$ cat src/rtl/window_counter_pkg.sv
// Shared types and default widths for the window_counter measurement block.
package window_counter_pkg;

  typedef enum logic {
    IDLE  = 1'b0,
    COUNT = 1'b1
  } state_t;

  localparam int CNT_W_DEF = 32;
  localparam int WIN_W_DEF = 16;

  localparam logic [CNT_W_DEF-1:0] CNT_MAX_DEF = '1;
  localparam logic [WIN_W_DEF-1:0] WIN_MAX_DEF = '1;

endpackage

$ cat src/rtl/edge_sync.sv
// Rising-edge detector on the event line, with an optional two-flop
// synchroniser in front of it when WINDOW_COUNTER_SYNC_EN is defined.
module edge_sync (
  input  logic clk,
  input  logic reset,
  input  logic d,
  output logic rise
);

  logic ev_s;
  logic ev_d_reg;

`ifdef WINDOW_COUNTER_SYNC_EN
  logic [1:0] sync_reg;

  always_ff @(posedge clk) begin
    if (reset) sync_reg <= '0;
    else       sync_reg <= {sync_reg[0], d};
  end

  assign ev_s = sync_reg[1];
`else
  assign ev_s = d;
`endif

  always_ff @(posedge clk) begin
    if (reset) ev_d_reg <= 1'b0;
    else       ev_d_reg <= ev_s;
  end

  assign rise = ev_s & ~ev_d_reg;

endmodule

$ cat src/rtl/window_counter.sv
// Counts event rising edges while start is high and hands the per-window
// result to a valid/ready reader. Optional input sync: WINDOW_COUNTER_SYNC_EN.
module window_counter
  import window_counter_pkg::*;
#(
  parameter int CNT_W = CNT_W_DEF,
  parameter int WIN_W = WIN_W_DEF
) (
  input  logic             clk,
  input  logic             reset,
  input  logic             start,
  input  logic             event_in,
  input  logic             result_ready,
  output logic             result_valid,
  output logic [CNT_W-1:0] result_count,
  output logic [WIN_W-1:0] result_cycles,
  output logic             overflow,
  output logic             dropped,
  output logic             busy
);

  localparam logic [CNT_W-1:0] CNT_MAX = '1;
  localparam logic [WIN_W-1:0] WIN_MAX = '1;

  state_t           state_reg;
  logic [CNT_W-1:0] edge_cnt_reg;
  logic [WIN_W-1:0] win_cnt_reg;
  logic             rise;
  logic             commit;

  edge_sync u_edge_sync (
    .clk   (clk),
    .reset (reset),
    .d     (event_in),
    .rise  (rise)
  );

  assign commit = (state_reg == COUNT) && !start;
  assign busy   = (state_reg == COUNT);

  always_ff @(posedge clk) begin
    if (reset) begin
      state_reg     <= IDLE;
      edge_cnt_reg  <= '0;
      win_cnt_reg   <= '0;
      result_valid  <= 1'b0;
      result_count  <= '0;
      result_cycles <= '0;
      overflow      <= 1'b0;
      dropped       <= 1'b0;
    end else begin
      case (state_reg)
        IDLE: begin
          if (start) begin
            state_reg    <= COUNT;
            edge_cnt_reg <= rise ? CNT_W'(1) : '0;
            win_cnt_reg  <= WIN_W'(1);
          end
        end
        COUNT: begin
          if (start) begin
            if (win_cnt_reg != WIN_MAX) win_cnt_reg <= win_cnt_reg + WIN_W'(1);
            if (rise) begin
              if (edge_cnt_reg == CNT_MAX) overflow <= 1'b1;
              else                         edge_cnt_reg <= edge_cnt_reg + CNT_W'(1);
            end
          end else begin
            state_reg <= IDLE;
          end
        end
        default: state_reg <= IDLE;
      endcase

      // A commit wins over a transfer; a same-cycle transfer saves it from being a drop.
      if (commit) begin
        result_count  <= edge_cnt_reg;
        result_cycles <= win_cnt_reg;
        result_valid  <= 1'b1;
        if (result_valid && !result_ready) dropped <= 1'b1;
      end else if (result_valid && result_ready) begin
        result_valid <= 1'b0;
      end
    end
  end

endmodule

$ cat config.mk
export PLATFORM = sky130hd
export DESIGN_NAME = window_counter
export DESIGN_NICKNAME = d
export VERILOG_FILES = /design/src/rtl/window_counter_pkg.sv /design/src/rtl/edge_sync.sv /design/src/rtl/window_counter.sv
export SDC_FILE = /design/constraint.sdc
export NUM_CORES = 1
export LEC_CHECK = 0
export ABC_AREA = 1
export CAP_MARGIN = 5
export CORE_MARGIN = 2
export CORE_UTILIZATION = 57
export DETAILED_ROUTE_END_ITERATION = 8
export DONT_BUFFER_PORTS = 1
export PLACE_DENSITY = 0.75
export SYNTH_ARGS = -nofsm -noshare
export SYNTH_HDL_FRONTEND = slang
export SYNTH_HIERARCHICAL = 1
export SYNTH_SLANG_ARGS = --single-unit
$ cat constraint.sdc
create_clock -name clk -period 1.7 [get_ports clk]
set_input_delay 0.255 -clock clk [delete_from_list [all_inputs] [get_ports clk]]
set_output_delay 0.255 -clock clk [all_outputs]
set_load 0.005 [all_outputs]
Word level (Yosys, flattened, before mapping)

Cells that the tools add are included.
Widths: inputs -> output; s select.

Register bits: 101
Output and inout bits: 52
Word-level logic and storage cells: 44
Input bits: 5

Add/subtract/negate cells: 2
Bitwise gates (word level): 3
Multiplexer cells: 13
Equality and inequality tests: 7
Reductions and logical operators: 10

Operators with widths:

| operator              | number |
|---|---|
| $mux 32               | 4 |
| $pmux 32 s2           | 1 |
| $mux 16               | 3 |
| $add 32x1->32 const B | 1 |
| $eq 32x32->1 const B  | 1 |
| $pmux 16 s2           | 1 |
| $add 16x1->16 const B | 1 |
| $ne 16x16->1 const B  | 1 |
| $reduce_and 4->1      | 2 |
| $ne 2x2->1 const B    | 3 |
| $mux 1                | 4 |
| $ne 2x1->1 const B    | 2 |
| $logic_and 1x1->1     | 3 |
| $reduce_and 3->1      | 1 |
| $logic_not 1->1       | 2 |
| $not 1->1             | 2 |
| $reduce_and 2->1      | 1 |
| $reduce_bool 2->1     | 1 |
| $and 1x1->1           | 1 |

Logic depth before layout (Yosys ltp)

Gate-level depths: netlist of the first run.

Word-level depth: 5
Gate-level depth with buffers: 12
Gate-level depth less buffers: 12

Modules after synthesis

Netlist of the first run, hierarchy kept.

By module, submodules not included:

| module         | times used | area an instance (µm²) | cells each |
|---|---|---|---|
| window_counter | 1          | 4929.7                 | 750 |
| edge_sync      | 1          | 31.3                   | 4 |

Worst setup path before layout of the first run

OpenSTA, ideal clock, no wires.

Kind: register to register
From: reg edge_cnt_reg[1]
To: reg edge_cnt_reg[6]
Arrival time: 1.586 ns
Buffers on the path: 2
Stages on the path, launching flop included: 12
Library setup time: 0.069 ns
Clock period less this slack: 1.654 ns
Path slack: 0.046 ns
Required time: 1.631 ns
Cells stage by stage: dfxtp_1 > ha_1 > nand2_2 > nor2_4 > nand2_4 > nor2_8 > nand3_4 > nand3_4 > buf_8 > buf_8 > nand2_1 > a21oi_2

Cells in the longest elaborated chain, start to end: 5
Elaborated cells on any way between the ends: 8
Those cells by class: 1 x add/sub; 2 x eq/ne; 4 x mux; 1 x reduce/logical

Ends and longest elaborated chain:

| what                   | line                 | RTL |
|---|---|---|
| from (decl)            | window_counter.sv:26 | `logic [CNT_W-1:0] edge_cnt_reg;` |
| from (signal assigned) | window_counter.sv:56 | `edge_cnt_reg <= rise ? CNT_W'(1) : '0;` |
| from (signal assigned) | window_counter.sv:65 | `else edge_cnt_reg <= edge_cnt_reg + CNT_W'(1);` |
| $add 32x1->32          | window_counter.sv:65 |  |
| $mux 32                | window_counter.sv:64 | `if (edge_cnt_reg == CNT_MAX) overflow <= 1'b1;` |
| $mux 32                | window_counter.sv:63 | `if (rise) begin` |
| $mux 32                | window_counter.sv:61 | `if (start) begin` |
| $pmux 32 s2            | window_counter.sv:52 | `case (state_reg)` |

Parallel ways exist; a longest one is shown, timed or not. The select of a mux whose other input is x is not followed.
A chain may end at the register's enable or synchronous reset.

Worst setup path after layout of the first run

From: reg edge_cnt_reg[0]
To: reg edge_cnt_reg[17]

The elaborated chain is that of the path after synthesis.

==> results of run 1 <==
## stage by stage
| step | TNS [ns] | cell area, um2 | std cells | utilization, % |
|---|---|---|---|---|
| after CTS | 0 | 5480 | 884 | 63.8 |
| after global routing | -0.0943 | 5570 | 886 | 64.8 |
| after global placement | 0 | 5280 | 866 | 61.5 |
| final | 0 | 5570 | 886 | 64.8 |
| after floorplan | 0 | 4960 | 754 | - |
| after detailed placement | -0.00168 | 5280 | 866 | 61.5 |
## area by class of cell
type,count,area (um2),share of cell area [%]
flip-flops and latches,101,2040,36.7
clock inverters,6,47.5,0.854
multi-input cells,533,2510,45.0
repair buffers,44,389,6.99
clock buffers,10,128,2.29
well taps,108,135,2.43
inverters,84,318,5.71
## cell usage after synthesis
master and instances:
nand3_1 22, nor2_1 125, a21oi_2 4, nand2_4 1, inv_2 1, nand4_1 22, and3_1 1, buf_1 3
clkbuf_1 25, a21oi_1 84, xor2_1 3, and2_1 2, buf_6 1, nand2_2 2, inv_1 83, nor2_8 1
o21ai_0 58, buf_2 5, nand3_4 2, nor2_4 2, a31oi_1 1, buf_8 2, nor3b_1 1, o21bai_1 10
nor3_1 9, nand2_1 179, ha_1 2, dfxtp_1 101, nor2_2 2
## worst max-delay path: cells and delay by family (launching register included)
kind | cells | cell delay, ns
and+or+nand+nor | 9 | 0.85
DFF | 1 | 0.38
buffers and inverters | 1 | 0.16
adders and majority gates | 1 | 0.14
## cell families (layout without fill, tap and decap cells)
group / count (synthesis) / count (layout) / synth area share [%]
AOI/OAI and AO/OA: 157 / 157 / 16.7
and+or+nand+nor: 371 / 371 / 31.7
buffers and inverters: 120 / 144 / 9.81
adders and majority gates: 2 / 2 / 0.504
DFF: 101 / 101 / 40.8
xor gates and xnor gates: 3 / 3 / 0.530
## power groups by stage
stage               Sequential [W]  Clock, W  Combinational [W]
floorplan                  0.00257         0           0.000282
global placement           0.00258         0           0.000367
detailed placement         0.00258         0           0.000378
CTS                        0.00253   0.00145           0.000392
global route               0.00254   0.00154           0.000450
finish                     0.00253   0.00142           0.000394
## per-layer routing
| metal | global-route usage, % | vias to the layer above |
|---|---|---|
| li1 | - | 2442 |
| met1 | 33.1 | 2199 |
| met2 | 42.9 | 132 |
| met3 | 4.60 | 27 |
| met4 | 12.2 | 0 |
| met5 | 0 | - |
## repair_timing
action / in CTS / in global routing
pin swaps: 0 / 4
hold buffers: 2 / 0
setup buffers: 0 / 2
setup endpoints to repair: 8 / 47
cloned: 0 / 0
hold endpoints to repair: 16 / 0
gates resized for setup: 2 / 26
## worst paths after layout
path | to | slack [ns] | cells past startpoint
max | edge_cnt_reg[17] | 0.08 | 11
min | busy | 0.03 | 2
max reg2reg | edge_cnt_reg[17] | 0.08 | 11
min reg2reg | overflow | 0.48 | 2
==> out/summary.txt, run 1 <==
outcome - complete, no violations
die footprint - 0.00947 mm2
# fillers - 786
DR DRC count - 0
WS Path Type - reg2reg
wire length on met1 - 5.48 mm
Reg power frac - 58.2%
Final WS setup - 0.0779 ns
clk_lat worst skew - 0.38 ns
Lkg Pwr - 2.27 nW
r2r startpoint - edge_cnt_reg[0]
Arr. time, crit path - 1.90 ns
Logic pwr share - 9.1%
Routed WL - 12.2 mm
average size of a mapped cell - 6.58 um2
largest net degree at the start of global routing - 59
CP Capture Type - register
Finish-stage setup viols - 0
Max Root-Sink Buffers - 2
TritonCTS Buffers - 9
Synth cell types - 29
register area share after synthesis - 40.8%
Syn Inst Count - 754
Clock Power Share - 32.7%
row count - 34
CP Launch Type - register
final layout net count - 780
share of cells above drive strength 1 - 12.0%
Core Box Area - 0.00859 mm2
RSZ-0062 raised after global routing - true
synthesis-to-layout area growth - 12.2%
max-cap violation count - 0
crit share post-route - 95.4%
sw power - 0.00119 W
TritonCTS clock tree - done
Final Critical Period - 1.62 ns
normalized max-slew margin - 46.4%
first-pass GRT wire length - 20.3 mm
Pwr Total - 0.00435 W
Placement Setup Slack - -0.00168 ns
syn nets - 761
Initial Utilization - 57.7%
post-synth top area share - 40.8%
Pre-antenna DRT Iters - 5
crit path from - edge_cnt_reg[0]
CP Max Fanout - 19
critical path's slowest cell - dfxtp_4
Synth area leaders - dfxtp_1, nand2_1, nor2_1
grt total ovfl - 0
Ys Warns - 6
met3 wire length - 618 um
GRT Total Usage - 26.0%
n_diodes - 0
Avg WL per Cell - 13.8 um
Worst Hold Slack - 0.0310 ns
Peak VDD IR - 0.398 mV
antenna violations before repair - 0
DR vias - 4800
startpoint of the worst hold path - start
Sink Count - 101
IO Count - 57
highest clock rate - 0.616 GHz
Die X - 97.3 um
Root Driver - clkbuf_8
Cell Int Power - 0.00316 W
top layer in use - met4
H-tree levels - 3
Die H - 97.3 um
post-DP HPWL - 8.47 mm
skew final - 0.00776 ns
vias in the first global route - 4445
crit path cell chain - ha_4 -> nand2_2 -> nor2_4 -> nand2_4 -> nor2_8 -> nand3_4 -> nand3_4 -> buf_12 -> nand2_1 -> nand2_1 -> nor2_1
via/cell ratio - 5.42
metal2 WL - 5.74 mm
clock slew at reported path FFs - 0.10 ns
GPL Wtd Cong - 0.959
most frequent cells in the layout - nand2_1, nor2_1, dfxtp_1
final hold vios - 0
Worst Path Required - 1.98 ns
post-route ant nets - 0
critical path's largest stage delay - 0.38 ns
Slew Limit Fails - 0
post-synthesis cell area - 0.00496 mm2
Worst-Margin Slew - 0.802 ns
Sw Share - 27.4%
most common cell after layout, fill and taps aside - nand2_1
DR iter-0 viols - 167
area leader, netlist - dfxtp_1
pwr dens - 781 mW/mm2
Seq cells post-synth - 101
# port buffers - 0
Hold WC Path Type - in2reg
(Power assumes the default switching activity.)
==> run 2: changes to the inputs <==
- CORE_UTILIZATION: 57 -> 60
- PLACE_DENSITY: 0.75 -> 0.76
- clock period: 1.7 -> 1.9 ns (I/O delays scaled with it)
==> out/summary.txt, run 2 (synthesized netlist as in run 1, its figures left out) <==
synthesis-to-layout area growth - 8.98%
WS Path Type - reg2reg
DR DRC count - 0
crit share post-route - 92.9%
FF-to-FF setup slack - 0.14 ns
worst reg2reg path depth - 11
CP Launch Type - register
Core Box Area - 0.00813 mm2
Routed WL - 12.1 mm
# port buffers - 0
first-pass GRT wire length - 20.1 mm
clock slew at reported path FFs - 0.10 ns
CP Max Fanout - 18
Critical Path End - edge_cnt_reg[1]
pwr dens - 757 mW/mm2
H-tree levels - 3
critical path's largest stage delay - 0.37 ns
Die X - 94.9 um
largest net degree at the start of global routing - 59
Sink Count - 101
TritonCTS Buffers - 9
r2r startpoint - edge_cnt_reg[1]
Slew Limit Fails - 0
CP top delay family - simple AND/OR/NAND/NOR gates
DR iter-0 viols - 284
Max Root-Sink Buffers - 2
Pwr Total - 0.00409 W
vias in the first global route - 4348
share of cells above drive strength 1 - 8.80%
Finished Layout Cells - 866
clk_lat worst skew - 0.37 ns
post-route ant nets - 0
Die H - 94.9 um
Final Instance Area - 0.00541 mm2
via/cell ratio - 5.40
normalized max-slew margin - 46.8%
CP Depth - 11
CP Capture Type - register
grt total ovfl - 0
outcome - complete, no violations
row count - 33
crit path from - edge_cnt_reg[1]
Hold WC Path Type - in2reg
final layout net count - 763
final hold vios - 0
TritonCTS clock tree - done
crit path cell chain - ha_2 -> nand2_2 -> nor2_4 -> nand2_4 -> nor2_8 -> nand3_4 -> nand3_4 -> buf_12 -> nand2_1 -> nand2_1 -> nor2_1
skew final - 0.00973 ns
Final WS setup - 0.135 ns
Lkg Pwr - 2.20 nW
# fillers - 704
most common cell after layout, fill and taps aside - nand2_1
critical path's slowest cell - dfxtp_2
post-DP HPWL - 8.46 mm
Finish-stage setup viols - 0
Initial Utilization - 61.0%
Worst Path Buf+Inv - 1
Arr. time, crit path - 2.03 ns
antenna violations before repair - 0
n_diodes - 0
Worst-Margin Slew - 0.795 ns
Placement Setup Slack - 0.0728 ns
Peak VDD IR - 0.464 mV
GPL Wtd Cong - 0.946
Worst Path Required - 2.16 ns
max-cap violation count - 0
Root Driver - clkbuf_8
Avg WL per Cell - 13.9 um
IO Count - 57
Placed Cells - 845
DP Area - 0.00512 mm2
die footprint - 0.00901 mm2
highest clock rate - 0.567 GHz
final setup TNS - 0 ns
r2r endpoint - edge_cnt_reg[1]
most frequent cells in the layout - nand2_1, nor2_1, dfxtp_1
Final Critical Period - 1.76 ns
Pre-antenna DRT Iters - 4
DR vias - 4675
GRT Total Usage - 27.8%
[run 2: changes by cell type in the layout (fill, tap and decap cells not counted), moves of 3 or more]
cell | before | now
dfxtp_4 | 3 | 0
nor2_1 | 118 | 121
dfxtp_2 | 7 | 4
dfxtp_1 | 91 | 97
buf_4 | 37 | 23
[run 2: worst min-delay path by stage]
stage / slack (ns) / startpoint / end / cells after the start
after floorplan: 0.36 / reset / u_edge_sync/ev_d_reg / 1
after global placement: 0.35 / reset / edge_cnt_reg[4] / 1
after detailed placement: 0.35 / reset / edge_cnt_reg[5] / 1
after CTS: 0.04 / start / busy / 2
after global routing: 0.06 / event_in / u_edge_sync/ev_d_reg / 2
final: 0.05 / event_in / u_edge_sync/ev_d_reg / 2
[run 2: layout make-up]
| type | instances | area (um2) | area share, % |
|---|---|---|---|
| multi-input combinational | 533 | 2470 | 45.7 |
| inverter | 84 | 315 | 5.83 |
| clock inverter | 5 | 66.3 | 1.23 |
| sequential | 101 | 2030 | 37.5 |
| timing repair buffer | 27 | 243 | 4.49 |
| clock buffer | 11 | 151 | 2.80 |
| tap | 105 | 131 | 2.43 |
[run 2: routing by layer]
layer	global-route usage (%)	part of all wire [%]
met5	0	0
met4	6.16	0.77
met3	4.79	4.7
met2	47.7	48
met1	36.6	46
[run 2: through the flow]
step           hold WS (ns)  utilization (%)
3_5_place_dp          0.353             62.9
6_report             0.0469             66.5
5_1_grt              0.0599             66.5
3_3_place_gp          0.353             62.9
2_1_floorplan         0.357                -
4_1_cts              0.0408             65.7
[run 2: power breakdown]
| group | switching (W) | total [W] | internal (W) |
|---|---|---|---|
| Clock | 0.000787 | 0.00148 | 0.000698 |
| Sequential | 0.0000688 | 0.00227 | 0.00220 |
| Combinational | 0.000212 | 0.000336 | 0.000124 |
[run 2: timing repair]
action,CTS,global route
setup buffers,0,4
setup endpoints to repair,0,38
endpoints found under the hold margin,16,0
hold buffers,1,0
gates resized for setup,0,9
[run 2: worst register-to-register path: stages (launching register included)]
cell     delay [ns]
dfxtp_2        0.37
ha_2           0.20
nand2_2        0.08
nor2_4         0.14
nand2_4        0.11
nor2_8         0.14
nand3_4        0.09
nand3_4        0.19
buf_12         0.18
nand2_1        0.06
nand2_1        0.06
nor2_1         0.05
